==> src/rtl/dmem_arb_pkg.sv <==
// Shared types and sizing for the two-requester data-memory arbiter.
// Optional round-robin arbitration is enabled with DMEM_ARB_RR_EN (see dmem_arb_pick).
package dmem_arb_pkg;

    localparam int DATA_W   = 32;
    localparam int ADDR_W   = 11;
    localparam int DM_DEPTH = 32;
    localparam int IDX_W    = $clog2(DM_DEPTH);

    typedef enum logic [1:0] {
        S_IDLE   = 2'd0,
        S_ACCESS = 2'd1,
        S_RESP   = 2'd2
    } state_e;

    // Any address bit above the memory index makes the access out of range.
    function automatic logic addr_oor(input logic [ADDR_W-1:0] addr);
        return |addr[ADDR_W-1:IDX_W];
    endfunction

endpackage

==> src/rtl/dmem_arb_pick.sv <==
// Combinational winner select between two requesters.
// DMEM_ARB_RR_EN defined: tie goes to the requester not granted last; undefined: r0 wins ties.
module dmem_arb_pick (
    input  logic [1:0] req_i,
`ifdef DMEM_ARB_RR_EN
    input  logic       ptr_i,
`endif
    output logic       any_o,
    output logic       win_o
);

    always_comb begin
        any_o = |req_i;
        win_o = 1'b0;
`ifdef DMEM_ARB_RR_EN
        // ptr_i holds the id granted last, so a tie flips away from it
        if (&req_i) win_o = ~ptr_i;
        else        win_o = req_i[1];
`else
        if (req_i[0]) win_o = 1'b0;
        else          win_o = req_i[1];
`endif
    end

endmodule

==> src/rtl/dmem_arbiter.sv <==
// Two-requester arbiter in front of a 32-word data memory: IDLE -> ACCESS -> RESP per access.
// Round-robin tie breaking is enabled with DMEM_ARB_RR_EN; default is fixed priority to r0.
module dmem_arbiter
    import dmem_arb_pkg::*;
(
    input  logic              clk,
    input  logic              rst,

    input  logic              r0_req,
    input  logic              r0_we,
    input  logic [ADDR_W-1:0] r0_addr,
    input  logic [DATA_W-1:0] r0_wdata,
    output logic              r0_gnt,
    output logic              r0_done,
    output logic [DATA_W-1:0] r0_rdata,
    output logic              r0_err,

    input  logic              r1_req,
    input  logic              r1_we,
    input  logic [ADDR_W-1:0] r1_addr,
    input  logic [DATA_W-1:0] r1_wdata,
    output logic              r1_gnt,
    output logic              r1_done,
    output logic [DATA_W-1:0] r1_rdata,
    output logic              r1_err,

    output logic              dm_ena,
    output logic              dm_w,
    output logic              dm_r,
    output logic [ADDR_W-1:0] dm_addr,
    output logic [DATA_W-1:0] dm_wdata,
    input  logic [DATA_W-1:0] dm_rdata
);

    state_e              state_q, state_d;
    logic                id_q, id_d;
    logic                we_q, we_d;
    logic [ADDR_W-1:0]   addr_q, addr_d;
    logic [DATA_W-1:0]   wdata_q, wdata_d;
    logic [DATA_W-1:0]   rdata0_q, rdata0_d;
    logic [DATA_W-1:0]   rdata1_q, rdata1_d;

    logic                any_req;
    logic                win;
    logic                oor;
    logic                mem_go;

`ifdef DMEM_ARB_RR_EN
    logic                ptr_q, ptr_d;
`endif

    dmem_arb_pick u_pick (
        .req_i ({r1_req, r0_req}),
`ifdef DMEM_ARB_RR_EN
        .ptr_i (ptr_q),
`endif
        .any_o (any_req),
        .win_o (win)
    );

    assign oor    = addr_oor(addr_q);
    // rst gates the strobes directly so a reset mid-ACCESS cannot commit a write
    assign mem_go = !rst && (state_q == S_ACCESS) && !oor;

    always_comb begin
        state_d  = state_q;
        id_d     = id_q;
        we_d     = we_q;
        addr_d   = addr_q;
        wdata_d  = wdata_q;
        rdata0_d = rdata0_q;
        rdata1_d = rdata1_q;
`ifdef DMEM_ARB_RR_EN
        ptr_d    = ptr_q;
`endif
        case (state_q)
            S_IDLE: begin
                if (any_req) begin
                    state_d = S_ACCESS;
                    id_d    = win;
                    we_d    = win ? r1_we    : r0_we;
                    addr_d  = win ? r1_addr  : r0_addr;
                    wdata_d = win ? r1_wdata : r0_wdata;
`ifdef DMEM_ARB_RR_EN
                    ptr_d   = win;
`endif
                end
            end
            S_ACCESS: begin
                state_d = S_RESP;
                if (oor) begin
                    if (id_q) rdata1_d = '0;
                    else      rdata0_d = '0;
                end else if (!we_q) begin
                    if (id_q) rdata1_d = dm_rdata;
                    else      rdata0_d = dm_rdata;
                end
            end
            S_RESP:  state_d = S_IDLE;
            default: state_d = S_IDLE;
        endcase
    end

    always_ff @(posedge clk) begin
        if (rst) begin
            state_q  <= S_IDLE;
            id_q     <= 1'b0;
            we_q     <= 1'b0;
            addr_q   <= '0;
            wdata_q  <= '0;
            rdata0_q <= '0;
            rdata1_q <= '0;
`ifdef DMEM_ARB_RR_EN
            ptr_q    <= 1'b1;
`endif
        end else begin
            state_q  <= state_d;
            id_q     <= id_d;
            we_q     <= we_d;
            addr_q   <= addr_d;
            wdata_q  <= wdata_d;
            rdata0_q <= rdata0_d;
            rdata1_q <= rdata1_d;
`ifdef DMEM_ARB_RR_EN
            ptr_q    <= ptr_d;
`endif
        end
    end

    assign r0_gnt   = !rst && (state_q == S_ACCESS) && !id_q;
    assign r1_gnt   = !rst && (state_q == S_ACCESS) &&  id_q;
    assign r0_done  = !rst && (state_q == S_RESP)   && !id_q;
    assign r1_done  = !rst && (state_q == S_RESP)   &&  id_q;
    assign r0_err   = r0_done && oor;
    assign r1_err   = r1_done && oor;
    assign r0_rdata = rdata0_q;
    assign r1_rdata = rdata1_q;

    assign dm_ena   = mem_go;
    assign dm_w     = mem_go &&  we_q;
    assign dm_r     = mem_go && !we_q;
    assign dm_addr  = mem_go ? addr_q  : '0;
    assign dm_wdata = mem_go ? wdata_q : '0;

endmodule

==> config.mk <==
export PLATFORM = sky130hd
export DESIGN_NAME = dmem_arbiter
export DESIGN_NICKNAME = d
export VERILOG_FILES = /design/src/rtl/dmem_arb_pkg.sv /design/src/rtl/dmem_arb_pick.sv /design/src/rtl/dmem_arbiter.sv
export SDC_FILE = /design/constraint.sdc
export NUM_CORES = 1
export LEC_CHECK = 0
export ABC_AREA = 1
export CAP_MARGIN = 20
export CELL_PAD_IN_SITES_DETAIL_PLACEMENT = 1
export CELL_PAD_IN_SITES_GLOBAL_PLACEMENT = 1
export CORE_ASPECT_RATIO = 0.7
export CORE_MARGIN = 5
export CORE_UTILIZATION = 26
export DETAILED_ROUTE_END_ITERATION = 8
export GPL_TIMING_DRIVEN = 0
export PLACE_DENSITY = 0.73
export SLEW_MARGIN = 20
export SYNTH_ARGS = -nofsm -noshare
export SYNTH_HDL_FRONTEND = slang
export SYNTH_HIERARCHICAL = 1
export SYNTH_SLANG_ARGS = --single-unit
==> constraint.sdc <==
create_clock -name clk -period 1.5 [get_ports clk]
set_clock_uncertainty 0.1 [all_clocks]
set_input_delay 0.15 -clock clk [delete_from_list [all_inputs] [get_ports clk]]
set_output_delay 0.15 -clock clk [all_outputs]
set_load 0.01 [all_outputs]
==> Implementation_results.wiki, run 1 <==
{| class="wikitable"
! Metric !! Value
|-
| Combinational Power Share || 0.323
|-
| Sw frac || 0.3317
|-
| Slew HR || 0.6025
|-
| Post-detailed-route count of antenna-violating nets || 0
|-
| Filler cells || about 2,800
|-
| Multi-input gate area || 2655 µm²
|-
| Number of nets in the layout || 1,346
|-
| Antenna violations before repair || 0
|-
| Worst vdd ir || 0.5484 mV
|-
| Mapped Cells || approximately 900
|-
| Total number of clock tree sinks || between 100 and 150
|-
| Fmax achieved || between 400 and 500 MHz
|-
| GR met3 Demand/Resource || 0.04697
|-
| Final Hold Vio Count || 0
|-
| Layout cells sized above 1 || 0.1932
|-
| Total number of vias || around 6,600
|-
| Setup crit start kind || flip-flop
|-
| Violations in the final reports || negative setup slack
|-
| Width of the die || 190.3 µm
|-
| M1 GR Usage || 0.2556
|-
| Total net switching power || between 2 and 3 mW
|-
| Setup Viol. Count Final || around 110
|-
| Total standard cell area after synthesis || 5913 µm²
|-
| Fraction of power consumed by sequential logic || 0.401
|-
| Yosys warns || 6
|-
| Final Routed Wirelength || between 20,000 and 30,000 µm
|-
| Number of levels in the clock H-tree || 3
|-
| Max Root-Sink Buffers || 2
|-
| Slack of the critical path || -0.6546 ns
|-
| Power density normalized to cell area || around 850 nW/µm²
|-
| Clock tree from TritonCTS || yes
|-
| Worst hold-check path type || input port to flip-flop
|-
| Minimum hold slack || 0.08540 ns
|-
| Type of the worst setup path || flip-flop to output pin
|-
| Cell Area, Placed || approximately 8700 µm²
|-
| Maximum number of pins on one net before global-route repair || 18
|-
| Distinct cells, synth || 24
|-
| Drt first pass iters || 5
|-
| Average wire length per cell after detail routing || around 16 µm
|-
| Critical path capture point type || output pin
|-
| Cell at the root of the clock tree || clkbuf_16
|-
| Via density per instance || 4.284
|-
| Cts bufs inserted || 9
|-
| Area of the die || about 26,000 µm²
|-
| Port-buffer cells || 233
|-
| Arrival @ worst endpoint || 1.90 ns
|-
| Slew @ Worst Pin || 0.5963 ns
|-
| Average cell area after synthesis || about 6.4 µm²
|-
| Area growth, synth to finish || 66.78%
|-
| DRC violation total after the first TritonRoute iteration || 260
|-
| Total of hold buffers inserted after clock tree synthesis || 0
|-
| Met2 routing resource usage after global routing || 0.3109
|-
| Static leakage || roughly 5 nW
|-
| Register bit count reported by yosys || ~110
|-
| Run status || complete, but fails checks
|-
| Max-cap violations || 0
|-
| Top-level port count || 240
|-
| Total global routing track utilization || 0.1896
|-
| Post-route standard cell area excluding fillers || 9862 µm²
|-
| Share of the clock period used by the worst path after layout || 1.436
|-
| Commonest cells after routing, fill and taps aside || inv_1, nor2_1, nand2_1
|-
| Clock slew at the register clock pins of the worst setup and hold paths || around 0.08 ns
|-
| Global placement routability congestion || 0.7975
|-
| Minimum clock period || around 2.2 ns
|-
| Most common library cell in the layout ignoring fill and taps || inv_1
|-
| Final number of max-transition violations || 0
|-
| Remaining global-route overflow || 0
|-
| Proportion of synthesized chip area in sequential cells || 0.3758
|-
| P_int || 5.624 mW
|-
| Clock network fraction of total power || 0.275
|-
| Setup repair after global routing missed its margin || true
|-
| Biggest fanout along the worst timing path || 6
|-
| Final design utilization || 0.4382
|-
| Placeable core area || approximately 23,000 µm²
|-
| HPWL after detailed placement || about 19,000 µm
|-
| Global-route layer with the greatest usage || met2
|-
| Seq. cell area || roughly 2200 µm²
|-
| DRC violation count after routing || 0
|-
| Setup tns final || -44.49 ns
|-
| Global-route wire length before repair || 38,250 µm
|-
| Via count of the first global-routing pass || ~6,700
|-
| Required arrival time at the worst endpoint || 1.25 ns
|-
| Initial cell density of the core || 0.2628
|-
| Clock latency of the later-clocked register in the worst-skew pair || 0.36 ns
|-
| Standard-cell row count || 46
|-
| Die height || ~140 µm
|}
## final timing paths
path / endpoint / startpoint / cells past startpoint / slack [ns]
setup / recovery: dm_wdata[18] / state_q[0] / 12 / -0.65
hold / removal: state_q[0] / rst / 2 / 0.09
setup reg to reg: r0_rdata[15] / addr_q[7] / 12 / -0.42
hold reg to reg: r0_rdata[5] / r0_rdata[5] / 4 / 0.41
## stage by stage
stage	std cells	setup WS (ns)	power [mW]
global route	1539	-0.7214	8.897
detailed placement	1470	-0.8410	5.727
finish	1540	-0.6546	8.415
global placement	1470	-0.8606	5.677
CTS	1525	-0.6355	8.371
floorplan	925	0.01330	4.670
## power by group through the flow
| stage | clock (mW) | combinational (mW) | sequential [mW] |
|---|---|---|---|
| floorplan | 0 | 1.20 | 3.47 |
| global placement | 0 | 2.25 | 3.42 |
| detailed placement | 0 | 2.29 | 3.43 |
| CTS | 2.38 | 2.61 | 3.38 |
| global route | 2.50 | 2.98 | 3.42 |
| finish | 2.32 | 2.72 | 3.38 |
## what timing repair did
action | in CTS | in global routing
pin swaps | 30 | 8
gates resized for setup | 376 | 40
setup endpoints to repair | 205 | 157
cloned | 7 | 2
buffers inserted | 32 | 13
## registers in the layout, summed over array words and instances, names as in the netlist
name	count
r0_rdata	32
r1_rdata	32
wdata_q	32
addr_q	11
state_q	2
id_q	1
we_q	1
## cells in the mapped netlist (all sizes together)
| cell | n | area share |
|---|---|---|
| nor2 | 199 | 0.15 |
| conb | 1 | 0.00063 |
| nor3 | 2 | 0.0017 |
| dfxtp | 111 | 0.38 |
| buf | 41 | 0.054 |
| clkbuf | 25 | 0.016 |
| a21oi | 90 | 0.077 |
| clkinv | 1 | 0.00085 |
| o21ai | 45 | 0.038 |
| nand4 | 36 | 0.038 |
| inv | 210 | 0.13 |
| nand2 | 138 | 0.088 |
| nand3 | 21 | 0.022 |
## cell families (layout without fill, tap and decap cells)
logic type | after synthesis | in the layout | synth area share
simple gates | 396 | 396 | 0.3045
other cells | 1 | 7 | 0.0006342
flops | 111 | 111 | 0.3758
compound gates | 135 | 135 | 0.1149
buf+inv | 277 | 579 | 0.2042
## worst max-delay path, cell delays in order, from the launching register on
cell     delay [ns]
dfxtp_2        0.35
inv_2          0.06
nor2_4         0.09
inv_2          0.06
nor2_4         0.12
inv_4          0.05
nor2_4         0.11
inv_2          0.07
buf_12         0.14
buf_12         0.14
buf_16         0.15
nor2_4         0.09
buf_6          0.10
## area by class of cell
| cell class | instances | area share |
|---|---|---|
| sequential | 111 | 0.2265 |
| antenna | 1 | 0.0002537 |
| multi-input combinational | 537 | 0.2692 |
| timing repair buffer | 286 | 0.2947 |
| clock buffer | 11 | 0.02360 |
| clock inverter | 5 | 0.003552 |
| buffer | 66 | 0.06052 |
| inverter | 211 | 0.08209 |
| tap | 312 | 0.03958 |
## layer usage
metal / wire length, µm / vias up
li1: - / 3348
met1: 11900 / 3088
met2: 11850 / 141
met3: 1344 / 21
met4: 277 / 0
met5: 0 / -
Note: power is estimated with default switching activity, not from simulation.
==> inputs of run 2 (changes only) <==
CTS_CLUSTER_DIAMETER = 200   (was default)
HOLD_SLACK_MARGIN = 0.1   (was default)
==> run 2 against run 1 <==
  * The flow still finishes with violations (negative setup slack)
  * Die area unchanged
  * Sequential power barely moved
  * Worst hold slack better by 0.22 ns
  * Total power barely moved
  * Maximum frequency rose by 0.80%
  * First-iteration DRC count up 7.7%
  * Global-route usage barely moved
  * Utilization barely moved
  * Cell area barely moved
  * Final cell count stayed put
  * Sequential cell count stayed put
==> Implementation_results.wiki, run 2 (synthesis gave the netlist of run 1 again) <==
{| class="wikitable"
! Metric !! Value
|-
| Worst path slowest cell || dfxtp_2
|-
| Total number of vias || around 6,600
|-
| Average wire length per cell after detail routing || about 16 µm
|-
| Area of the die || about 26,000 µm²
|-
| Top layer reached by signal wires || met4
|-
| Final number of max-transition violations || 0
|-
| Width of the die || approximately 190 µm
|-
| Fraction of power consumed by sequential logic || 0.401
|-
| Via count of the first global-routing pass || around 6,700
|-
| Cell count after placement || ~1,500
|-
| Global placement routability congestion || between 0.7 and 0.8
|-
| Worst path most repeated cell || nor2_4
|-
| Fmax achieved || ~470 MHz
|-
| HPWL after detailed placement || roughly 19,000 µm
|-
| Most common library cell in the layout ignoring fill and taps || inv_1
|-
| Required arrival time at the worst endpoint || roughly 1.3 ns
|-
| Reg2reg start || addr_q[7]
|-
| Top-level port count || 240
|-
| Cts bufs inserted || 9
|-
| Clock tree from TritonCTS || yes
|-
| Static leakage || around 5 nW
|-
| Critical path capture point type || output pin
|-
| Setup crit start kind || flip-flop
|-
| Total number of clock tree sinks || roughly 110
|-
| Post-detailed-route count of antenna-violating nets || 0
|-
| Violations in the final reports || negative setup slack
|-
| Via density per instance || approximately 4.3
|-
| Type of the worst setup path || flip-flop to output pin
|-
| Cell depth of the worst setup path || 12
|-
| FF-to-FF path depth || 12
|-
| Final Routed Wirelength || between 20,000 and 30,000 µm
|-
| Final Hold Vio Count || 0
|-
| Detail Route met2 WL || between 10,000 and 15,000 µm
|-
| Layout cells sized above 1 || 0.1915
|-
| Final design utilization || 0.4383
|-
| Number of nets in the layout || between 1,000 and 1,500
|-
| Run status || complete, but fails checks
|-
| Drt first pass iters || 5
|-
| DRC violation count after routing || 0
|-
| Share of the clock period used by the worst path after layout || 1.425
|-
| Cell Count, Final, Fillers Out || about 1,500
|-
| Biggest fanout along the worst timing path || 6
|-
| Met1 wire length || roughly 12,000 µm
|-
| Total global routing track utilization || 0.1897
|-
| Reg-to-reg slack, setup || -0.42 ns
|-
| Setup repair after global routing missed its margin || true
|-
| Combinational Power Share || 0.324
|-
| Clock slew at the register clock pins of the worst setup and hold paths || ~0.080 ns
|-
| Slew @ Worst Pin || 0.6310 ns
|-
| Commonest cells after routing, fill and taps aside || inv_1, nor2_1, nand2_1
|-
| Worst flop-to-flop path endpoint || r0_rdata[15]
|-
| Cell type group with the largest total delay on the critical path || buffers and inverters
|-
| Remaining global-route overflow || 0
|-
| Critical Path Max Stage Delay || 0.35 ns
|-
| Port-buffer cells || between 200 and 250
|-
| Standard-cell row count || 46
|-
| Setup Viol. Count Final || between 100 and 150
|-
| Worst slack, placed || -0.8410 ns
|-
| Max Root-Sink Buffers || 2
|-
| Arrival @ worst endpoint || 1.89 ns
|-
| Worst hold-check path type || input port to flip-flop
|-
| Hold Path Cell Cnt || 4
|-
| Sw frac || 0.3312
|-
| Cell at the root of the clock tree || clkbuf_16
|-
| Clock network fraction of total power || 0.275
|-
| Ordered list of cells on the worst path || inv_2 > nor2_4 > inv_2 > nor2_4 > inv_4 > nor2_4 > inv_2 > buf_12 > buf_12 > buf_16 > nor2_4 > buf_6
|-
| Clock latency of the later-clocked register in the worst-skew pair || 0.36 ns
|-
| Antenna violations before repair || 0
|-
| Worst path bufs/invs || 8
|-
| Global-route wire length before repair || roughly 38,000 µm
|-
| Minimum clock period || approximately 2.1 ns
|-
| Power density normalized to cell area || 853.0 nW/µm²
|-
| Area growth, synth to finish || 66.82%
|-
| Initial cell density of the core || 0.2628
|-
| DRC violation total after the first TritonRoute iteration || between 200 and 300
|-
| Total net switching power || between 2 and 3 mW
|-
| Placeable core area || 22,500 µm²
|-
| Die height || 136.2 µm
|-
| P_int || between 5 and 6 mW
|-
| Wire length on met3 || about 1300 µm
|-
| Worst vdd ir || around 0.55 mV
|-
| Max-cap violations || 0
|-
| Slack of the critical path || -0.6374 ns
|-
| Maximum number of pins on one net before global-route repair || 18
|-
| Hold worst-path end || state_q[1]
|-
| Worst Hold Launch || rst
|-
| Slew HR || 0.5794
|-
| Number of levels in the clock H-tree || 3
|}
run 2: changes by cell type in the layout (fill, tap and decap cells not counted):
cell           change
dlygate4sd3_1      +1
inv_6              +1
clkbuf_1           +1
clkbuf_4           -2
nor2_2             +1
buf_6              +1
nor2_4             -1
inv_4              -1
clkbuf_2           -1
run 2: how the worst max path moves through the flow:
stage / slack [ns] / end / start
2_1_floorplan: 0.01 / dm_wdata[11] / state_q[0]
3_3_place_gp: -0.86 / r1_err / rst
3_5_place_dp: -0.84 / r1_err / rst
4_1_cts: -0.64 / dm_wdata[18] / addr_q[8]
5_1_grt: -0.72 / dm_wdata[11] / state_q[0]
6_report: -0.64 / dm_wdata[18] / state_q[0]
run 2: worst min-delay path, delay by kind of cell:
kind | cells | cell delay [ns]
buffers and inverters | 3 | 0.52
AND/OR/NAND/NOR | 1 | 0.07
run 2: metal layers:
layer	track usage	vias to the layer above
li1	-	3352
met1	0.2556	3093
met2	0.3113	131
met3	0.04697	26
met4	0.03868	0
met5	0	-
run 2: stage by stage:
| step | area (µm²) | power [mW] | hold slack [ns] | TNS (ns) |
|---|---|---|---|---|
| CTS | 9608 | 8.373 | 0.1735 | -37.03 |
| global placement | 8655 | 5.677 | 0.3959 | -68.50 |
| detailed placement | 8655 | 5.727 | 0.4006 | -71.78 |
| global route | 9862 | 8.900 | 0.3303 | -52.74 |
| finish | 9864 | 8.414 | 0.3069 | -43.49 |
| floorplan | 5932 | 4.670 | 0.1224 | 0 |
run 2: power by group through the flow:
stage	clock network, mW	logic, mW	registers, mW
final	2.31	2.72	3.38
after global routing	2.50	2.98	3.42
after CTS	2.38	2.61	3.38
after detailed placement	0	2.29	3.43
after global placement	0	2.25	3.42
after floorplan	0	1.20	3.47
run 2: what timing repair did:
item                                    CTS  global route
setup buffers                            32            13
pin swaps                                30             8
hold endpoints to repair                  1             0
endpoints found under the setup margin  205           157
gates resized for setup                 376            42
cloned                                    7             2
hold buffers                              1             0
run 2: area by class of cell:
type / count / area, µm²
multi-input combinational: 537 / 2650
tap: 312 / 390.4
timing repair buffer: 287 / 2910
sequential: 111 / 2233
clock inverter: 5 / 35.03
buffer: 65 / 598.1
clock buffer: 11 / 232.7
fill: 2816 / 12640
antenna: 1 / 2.502
inverter: 211 / 812.0
==> inputs of run 3 (changes only) <==
SLEW_MARGIN = default   (was 20)
==> results of run 3 <==
The final DEF is identical to that of run 2; final timing and power are the same.
